<file path="config.mk">
export PLATFORM = sky130hd
export DESIGN_NAME = timer_device
export DESIGN_NICKNAME = d
export VERILOG_FILES = /design/src/rtl/timer_device.sv
export SDC_FILE = /design/constraint.sdc
export NUM_CORES = 1
export LEC_CHECK = 0
export BUFFER_PORTS_ARGS = -buffer_cell sky130_fd_sc_hd__buf_4
export CORE_MARGIN = 8
export CORE_UTILIZATION = 55
export DETAILED_ROUTE_END_ITERATION = 16
export GPL_TIMING_DRIVEN = 0
export PLACE_DENSITY_LB_ADDON = 0.05
export SYNTH_ARGS = -nofsm -noshare
export SYNTH_HDL_FRONTEND = slang
export SYNTH_SLANG_ARGS = --single-unit
</file>
<file path="constraint.sdc">
create_clock -name clk -period 2.7 [get_ports clk]
set_clock_uncertainty 0.1 [all_clocks]
set_input_delay 0.27 -clock clk [delete_from_list [all_inputs] [get_ports clk]]
set_output_delay 0.27 -clock clk [all_outputs]
set_load 0.01 [all_outputs]
</file>
<file path="src/rtl/timer_device.sv">
`default_nettype none
// +----------------------------------------------------------------------------+
// | timer_device : memory-mapped countdown timer driving one external IRQ bit  |
// | Revision    : 1.0                                                          |
// +----------------------------------------------------------------------------+
module timer_device #(
  parameter int COUNTER_WIDTH = 32
) (
  input  logic        clk,
  input  logic        reset,
  input  logic [1:0]  address,
  input  logic        writeEnable,
  input  logic [31:0] writeData,
  output logic [31:0] readData,
  output logic        irq
);

  localparam logic [1:0] ADDR_CTRL   = 2'd0;
  localparam logic [1:0] ADDR_PRESET = 2'd1;
  localparam logic [1:0] ADDR_COUNT  = 2'd2;
  localparam logic [1:0] MODE_PERIODIC = 2'd1;
  localparam logic [COUNTER_WIDTH-1:0] CNT_ONE = COUNTER_WIDTH'(1);

  typedef enum logic [1:0] {
    IDLE = 2'd0,
    LOAD = 2'd1,
    CNT  = 2'd2,
    INT  = 2'd3
  } state_t;

  state_t                   state_q, state_d;
  logic [3:0]               ctrl_q, ctrl_d;
  logic [COUNTER_WIDTH-1:0] preset_q, preset_d;
  logic [COUNTER_WIDTH-1:0] count_q, count_d;
  logic                     irq_pending_q, irq_pending_d;

  logic        wr_ctrl;
  logic        wr_preset;
  logic        ctrl_en;
  logic        periodic;
  logic [31:0] preset_rd;
  logic [31:0] count_rd;

  assign wr_ctrl   = writeEnable && (address == ADDR_CTRL);
  assign wr_preset = writeEnable && (address == ADDR_PRESET);
  assign ctrl_en   = ctrl_q[0];
  assign periodic  = (ctrl_q[2:1] == MODE_PERIODIC);

  always_comb begin
    state_d       = state_q;
    ctrl_d        = ctrl_q;
    preset_d      = preset_q;
    count_d       = count_q;
    irq_pending_d = irq_pending_q;

    case (state_q)
      IDLE: begin
        if (ctrl_en) state_d = LOAD;
      end
      LOAD: begin
        count_d = preset_q;
        if (periodic) irq_pending_d = 1'b0;
        state_d = CNT;
      end
      CNT: begin
        // A count of 0 or 1 both expire, so PRESET = 0 behaves like 1.
        if (!ctrl_en) begin
          state_d = IDLE;
        end else if (count_q > CNT_ONE) begin
          count_d = count_q - CNT_ONE;
        end else begin
          count_d = '0;
          state_d = INT;
        end
      end
      INT: begin
        irq_pending_d = 1'b1;
        if (periodic) begin
          state_d = LOAD;
        end else begin
          ctrl_d[0] = 1'b0;
          state_d   = IDLE;
        end
      end
      default: state_d = IDLE;
    endcase

    // Bus writes are applied last so they override the FSM's EN clear.
    if (wr_ctrl)   ctrl_d   = writeData[3:0];
    if (wr_preset) preset_d = writeData[COUNTER_WIDTH-1:0];
    if (wr_ctrl || wr_preset) irq_pending_d = 1'b0;
  end

  always_ff @(posedge clk) begin
    if (!reset) begin
      state_q       <= IDLE;
      ctrl_q        <= '0;
      preset_q      <= '0;
      count_q       <= '0;
      irq_pending_q <= 1'b0;
    end else begin
      state_q       <= state_d;
      ctrl_q        <= ctrl_d;
      preset_q      <= preset_d;
      count_q       <= count_d;
      irq_pending_q <= irq_pending_d;
    end
  end

  always_comb begin
    preset_rd                      = '0;
    preset_rd[COUNTER_WIDTH-1:0]   = preset_q;
    count_rd                       = '0;
    count_rd[COUNTER_WIDTH-1:0]    = count_q;
  end

  always_comb begin
    readData = '0;
    case (address)
      ADDR_CTRL:   readData = {28'd0, ctrl_q};
      ADDR_PRESET: readData = preset_rd;
      ADDR_COUNT:  readData = count_rd;
      default:     readData = '0;
    endcase
  end

  assign irq = irq_pending_q & ctrl_q[3];

endmodule
`default_nettype wire

</file>
# After elaboration in Yosys (flattened, before gate mapping)
# Cells that the tools add are included.
[op_classes] n_eq_ne=11 reduce_logical=13 addsub=1 muxes=14 bitwise=2 order_cmp=1
[ops] operator="$pmux 32 s3" n=1
[ops] operator="$mux 32" n=2
[ops] operator="$pmux 32 s2" n=1
[ops] operator="$gt 32x1->1 const B" n=1
[ops] operator="$sub 32x1->32 const B" n=1
[ops] operator="$ne 2x2->1 const B" n=4
[ops] operator="$pmux 2 s4" n=1
[ops] operator="$reduce_and 2->1" n=4
[ops] operator="$eq 2x1->1 const B" n=3
[ops] operator="$eq 2x2->1 const B" n=3
[ops] operator="$mux 2" n=3
[ops] operator="$reduce_bool 2->1" n=3
[ops] operator="$mux 1" n=5
[ops] operator="$logic_not 2->1" n=2
[ops] operator="$ne 3x3->1 const B" n=1
[ops] operator="$logic_and 1x1->1" n=2
[ops] operator="$pmux 1 s2" n=1
[ops] operator="$reduce_or 2->1" n=1
[ops] operator="$and 1x1->1" n=1
[ops] operator="$logic_or 1x1->1" n=1
[ops] operator="$not 1->1" n=1
[totals] ff_bits=71 out_inout_bits=33 wordCells=48

# Longest topological paths before layout
[logic_depth] depth_word=4 ltp_mapped=8

# Least setup slack after synthesis
# OpenSTA, ideal clock, no wires.
[synth_path] path_type="flip-flop to flip-flop" start="reg count_q[0]" end="reg count_q[14]" stages_incl_launch_ff=9 t_arrival_ns=1.978 path_buffers=0 path_slack_ns=0.499 period_less_slack_ns=2.201 setup_time_ns=0.123 path_cell_list="dfxtp_1 -> inv_1 -> ha_1 -> nor3b_1 -> nand3_2 -> or3_1 -> xnor2_1 -> a221oi_1 -> nor2_1"
[synth_between] elab_chain_len=4
[synth_lines] item="from (decl)" line="34" source="logic [COUNTER_WIDTH-1:0] count_q, count_d;"
[synth_lines] item="from (signal assigned)" line="105" source="count_q <= count_d;"
[synth_lines] item="$sub 32x1->32 or $gt 32x1->1 (tied branches)" line="70, 69"
[synth_lines] item="$mux 32 (*)" line="69" source="end else if (count_q > CNT_ONE) begin"
[synth_lines] item="$mux 32 (*)" line="67" source="if (!ctrl_en) begin"
[synth_lines] item="$pmux 32 s2 (*)" line="56" source="case (state_q)"
# Mark *: on every way between the ends. The rest lies on a longest branch, timed or not. The select of a mux whose other input is x is not followed.
# A chain may end at the register's enable or synchronous reset.

# Worst setup path in the final report
[layout_path] start="in address[1]" end="out readData[4]"
[layout_between] elab_chain_len=2
[layout_lines] item="from (decl)" line="11" source="input logic [1:0] address,"
[layout_lines] item="$eq 2x2->1 (tied with other cells)" line="119" source="case (address)"
[layout_lines] item="$pmux 32 s3 (*)" line="119"
[layout_lines] item="to (decl)" line="14" source="output logic [31:0] readData,"
# Mark *: on every way between the ends. The rest lies on a longest branch, timed or not.

==> flow_summary.yaml <==
synth:
  synthFlopType: "dfxtp_1"
  async_flop_share_pct: 0
  syn-cell-area_sq_mm: 0.00385
  synth-seq-area-share_pct: 36.9
  syn_area_per_cell_sq_um: 7.72
  synth_top_area_share_pct: 36.9
  synth.largest_area_cell: "dfxtp_1"
  synth_area_leaders: "dfxtp_1 37%, nand2_1 10%, a22o_1 6.4%"
  postSynthCellCount: 499
  yosys.cell_types.count: 57
  yosys_warnings: 0
  synth_nets: 538
  synth-edff-count: 0
  ys_ff_latch: 71
timing:
  rsz0062_at_grt: "no"
  finalSetupTns_ns: 0
  setup_violations: 0
  finalHoldViolCount: 0
  fin_crit_ns: 2.60
  relSlewSlack_pct: 55.5
  drv_slew: 0
  max_slew.worst_pin.slew_ns: 0.668
  whs_ns: 0.0538
  fin_crit_sh_pct: 96.2
  max_freq_mhz: 385
final_layout:
  layout.nets: 617
  fillers: 582
  antenna_cells: 0
  finalInstanceArea_sq_mm: 0.00471
  drive_above_1_share_pct: 17.8
  syn_to_final_growth_pct: 22.2
setup_path:
  r2r_end: "count_q[1]"
  cp_data_arrival_time_ns: 2.23
  crit_required_ns: 2.33
  endpoint_kind: "output port"
  regToRegSetupSlack_ns: 0.14
  cp_max_fo: 10
  criticalPathCategory: "in2out"
  startpoint_type: "primary input"
  r2r-start: "state_q[0]"
  reg2regPathDepth: 6
route:
  wirelength_microns: 13200
  drc: 0
  ant_nets: 0
  drt-vias-per-instance: 6.38
  dr.pass1.iters: 7
  via_count: 4330
  wl_per_cell_microns: 19.5
  drtIter0Drc: 509
clock_tree:
  root_buffer: "clkbuf_8"
  cts_buffer_depth: 2
  path_clk_slew_ns: 0.08
  post_cts_resized: 0
  clk_latency_ns: 0.36
  cts.htree.levels: 3
  holdBufCountCts: 0
  tritoncts: "done"
  post_cts_buffers: 0
  cts_sinks: 71
  cts_buffers: 9
global_routing:
  antenna_found_initial: 0
  grt_overflow: 0
  track_usage_pct: 26.7
  grt_pass1_wl_microns: 21300
  grt_pass1_vias: 4233
  grt_max_degree: 14
power_and_ir_drop:
  comb_power_share_pct: 11.7
  pwr-share-seq_pct: 47.1
  p_leak_nw: 1.84
  total_power_w: 0.00232
  pwr-share-clk_pct: 41.2
  vdd_drop_max_mv: 0.527
  p_sw_share_pct: 27.1
  switching_power_w: 0.000628
  internal_power_w: 0.00169
  pwr_density_cell_mw_per_mm2: 492
hold_path:
  min_to: "ctrl_q[1]"
  hold_class: "in2reg"
  hold_depth: 3
  hp-start: "writeData[1]"
placed_design:
  dpl.hpwl_microns: 9610
  gp_congestion: 0.938
  placed_area_sq_mm: 0.00448
  io_buffers: 68
die:
  die_h_microns: 99.7
  dieArea_sq_mm: 0.00994
  die_w_microns: 99.7
  num_rows: 30
  core_sq_mm: 0.00679
  io_pins: 70
  start_util_pct: 56.7
run:
  drv_cap: 0
status:
  status: "finished clean"
==> power groups by stage <==
stage	Clock (W)	Sequential, W	Combinational [W]
floorplan	0	0.00111	0.000157
global placement	0	0.00111	0.000259
detailed placement	0	0.00112	0.000264
CTS	0.000959	0.00109	0.000265
global route	0.00101	0.00109	0.000294
finish	0.000956	0.00109	0.000271
==> final cells by class <==
class                   count  area, sq um  share of cell area, %
plain buffers              41          179                   3.80
clock buffers               9          124                   2.63
clock inverters             7         96.3                   2.05
inverters                   6         22.5                  0.478
multi-input cells         381         2240                   47.5
flip-flops and latches     71         1420                   30.2
well taps                  96          120                   2.55
repair buffers             68          510                   10.8
==> metrics by stage <==
stage	utilization, %	instances	setup slack [ns]
after floorplan	-	499	0.499
after global placement	66.0	663	0.103
after detailed placement	66.0	663	0.0760
after CTS	69.2	679	0.0659
after global routing	69.3	679	0.00304
final	69.3	679	0.104
==> how the worst max path moves through the flow <==
stage               startpoint           to  slack [ns]  depth (start not counted)
CTS                 count_q[0]  count_q[14]        0.07                          8
floorplan           count_q[0]  count_q[14]        0.50                          8
detailed placement  count_q[0]  count_q[14]        0.08                          8
finish              address[1]  readData[4]        0.10                          6
global placement    address[1]  readData[5]        0.10                          6
global route        state_q[0]   count_q[1]       0.003                          6
==> layout by cell type, fill, tap and decap left out, types with 11 or more instances in the layout <==
cell	count
a21oi_1	48
a22o_1	28
a32o_1	14
buf_4	69
clkbuf_1	32
dfxtp_1	71
nand2_1	107
nor2_1	34
nor3_1	11
o21ai_0	17
o21ai_1	15
==> cells in the mapped netlist, types with 3 or more instances <==
cell type	count
nand2_1	107
dfxtp_1	71
a21oi_1	48
nor2_1	34
clkbuf_1	32
a22o_1	28
o21ai_0	17
o21ai_1	15
a32o_1	14
nor3_1	11
mux2i_1	10
nand3_1	10
o41ai_1	9
a32oi_1	8
nor4_1	6
and3_1	5
inv_1	5
a22oi_1	4
nor2b_1	4
o31ai_1	4
or3_1	4
buf_2	3
o22ai_1	3
==> metal layers <==
layer,up-vias,global-route usage [%],part of all wire [%],routed length (microns)
met3,51,5.87,10,1380
li1,1994,-,-,-
met5,-,0,0,0
met1,2023,34.1,41,5480
met2,262,40.9,45,5900
met4,0,13.9,3.4,454
==> logic make-up after synthesis <==
group | Yosys count | share of synthesized area [%]
adders and majority gates | 2 | 0.649
DFF | 71 | 36.9
muxes | 10 | 2.60
xor gates and xnor gates | 2 | 0.455
AOI/OAI and AO/OA | 169 | 30.8
buffers and inverters | 47 | 5.19
and+or+nand+nor | 198 | 23.4
==> critical path, stage by stage <==
cell and delay [ns]:
clkbuf_1 0.28, nor2b_1 0.18, clkbuf_1 0.51, buf_1 0.56, a22o_1 0.28, buf_4 0.13
==> sequential cells by signal (all words and copies together), names as in the netlist <==
name and flops:
count_q 32, preset_q 32, ctrl_q 4, state_q 2, irq_pending_q 1
Note: power is estimated with default switching activity, not from simulation.
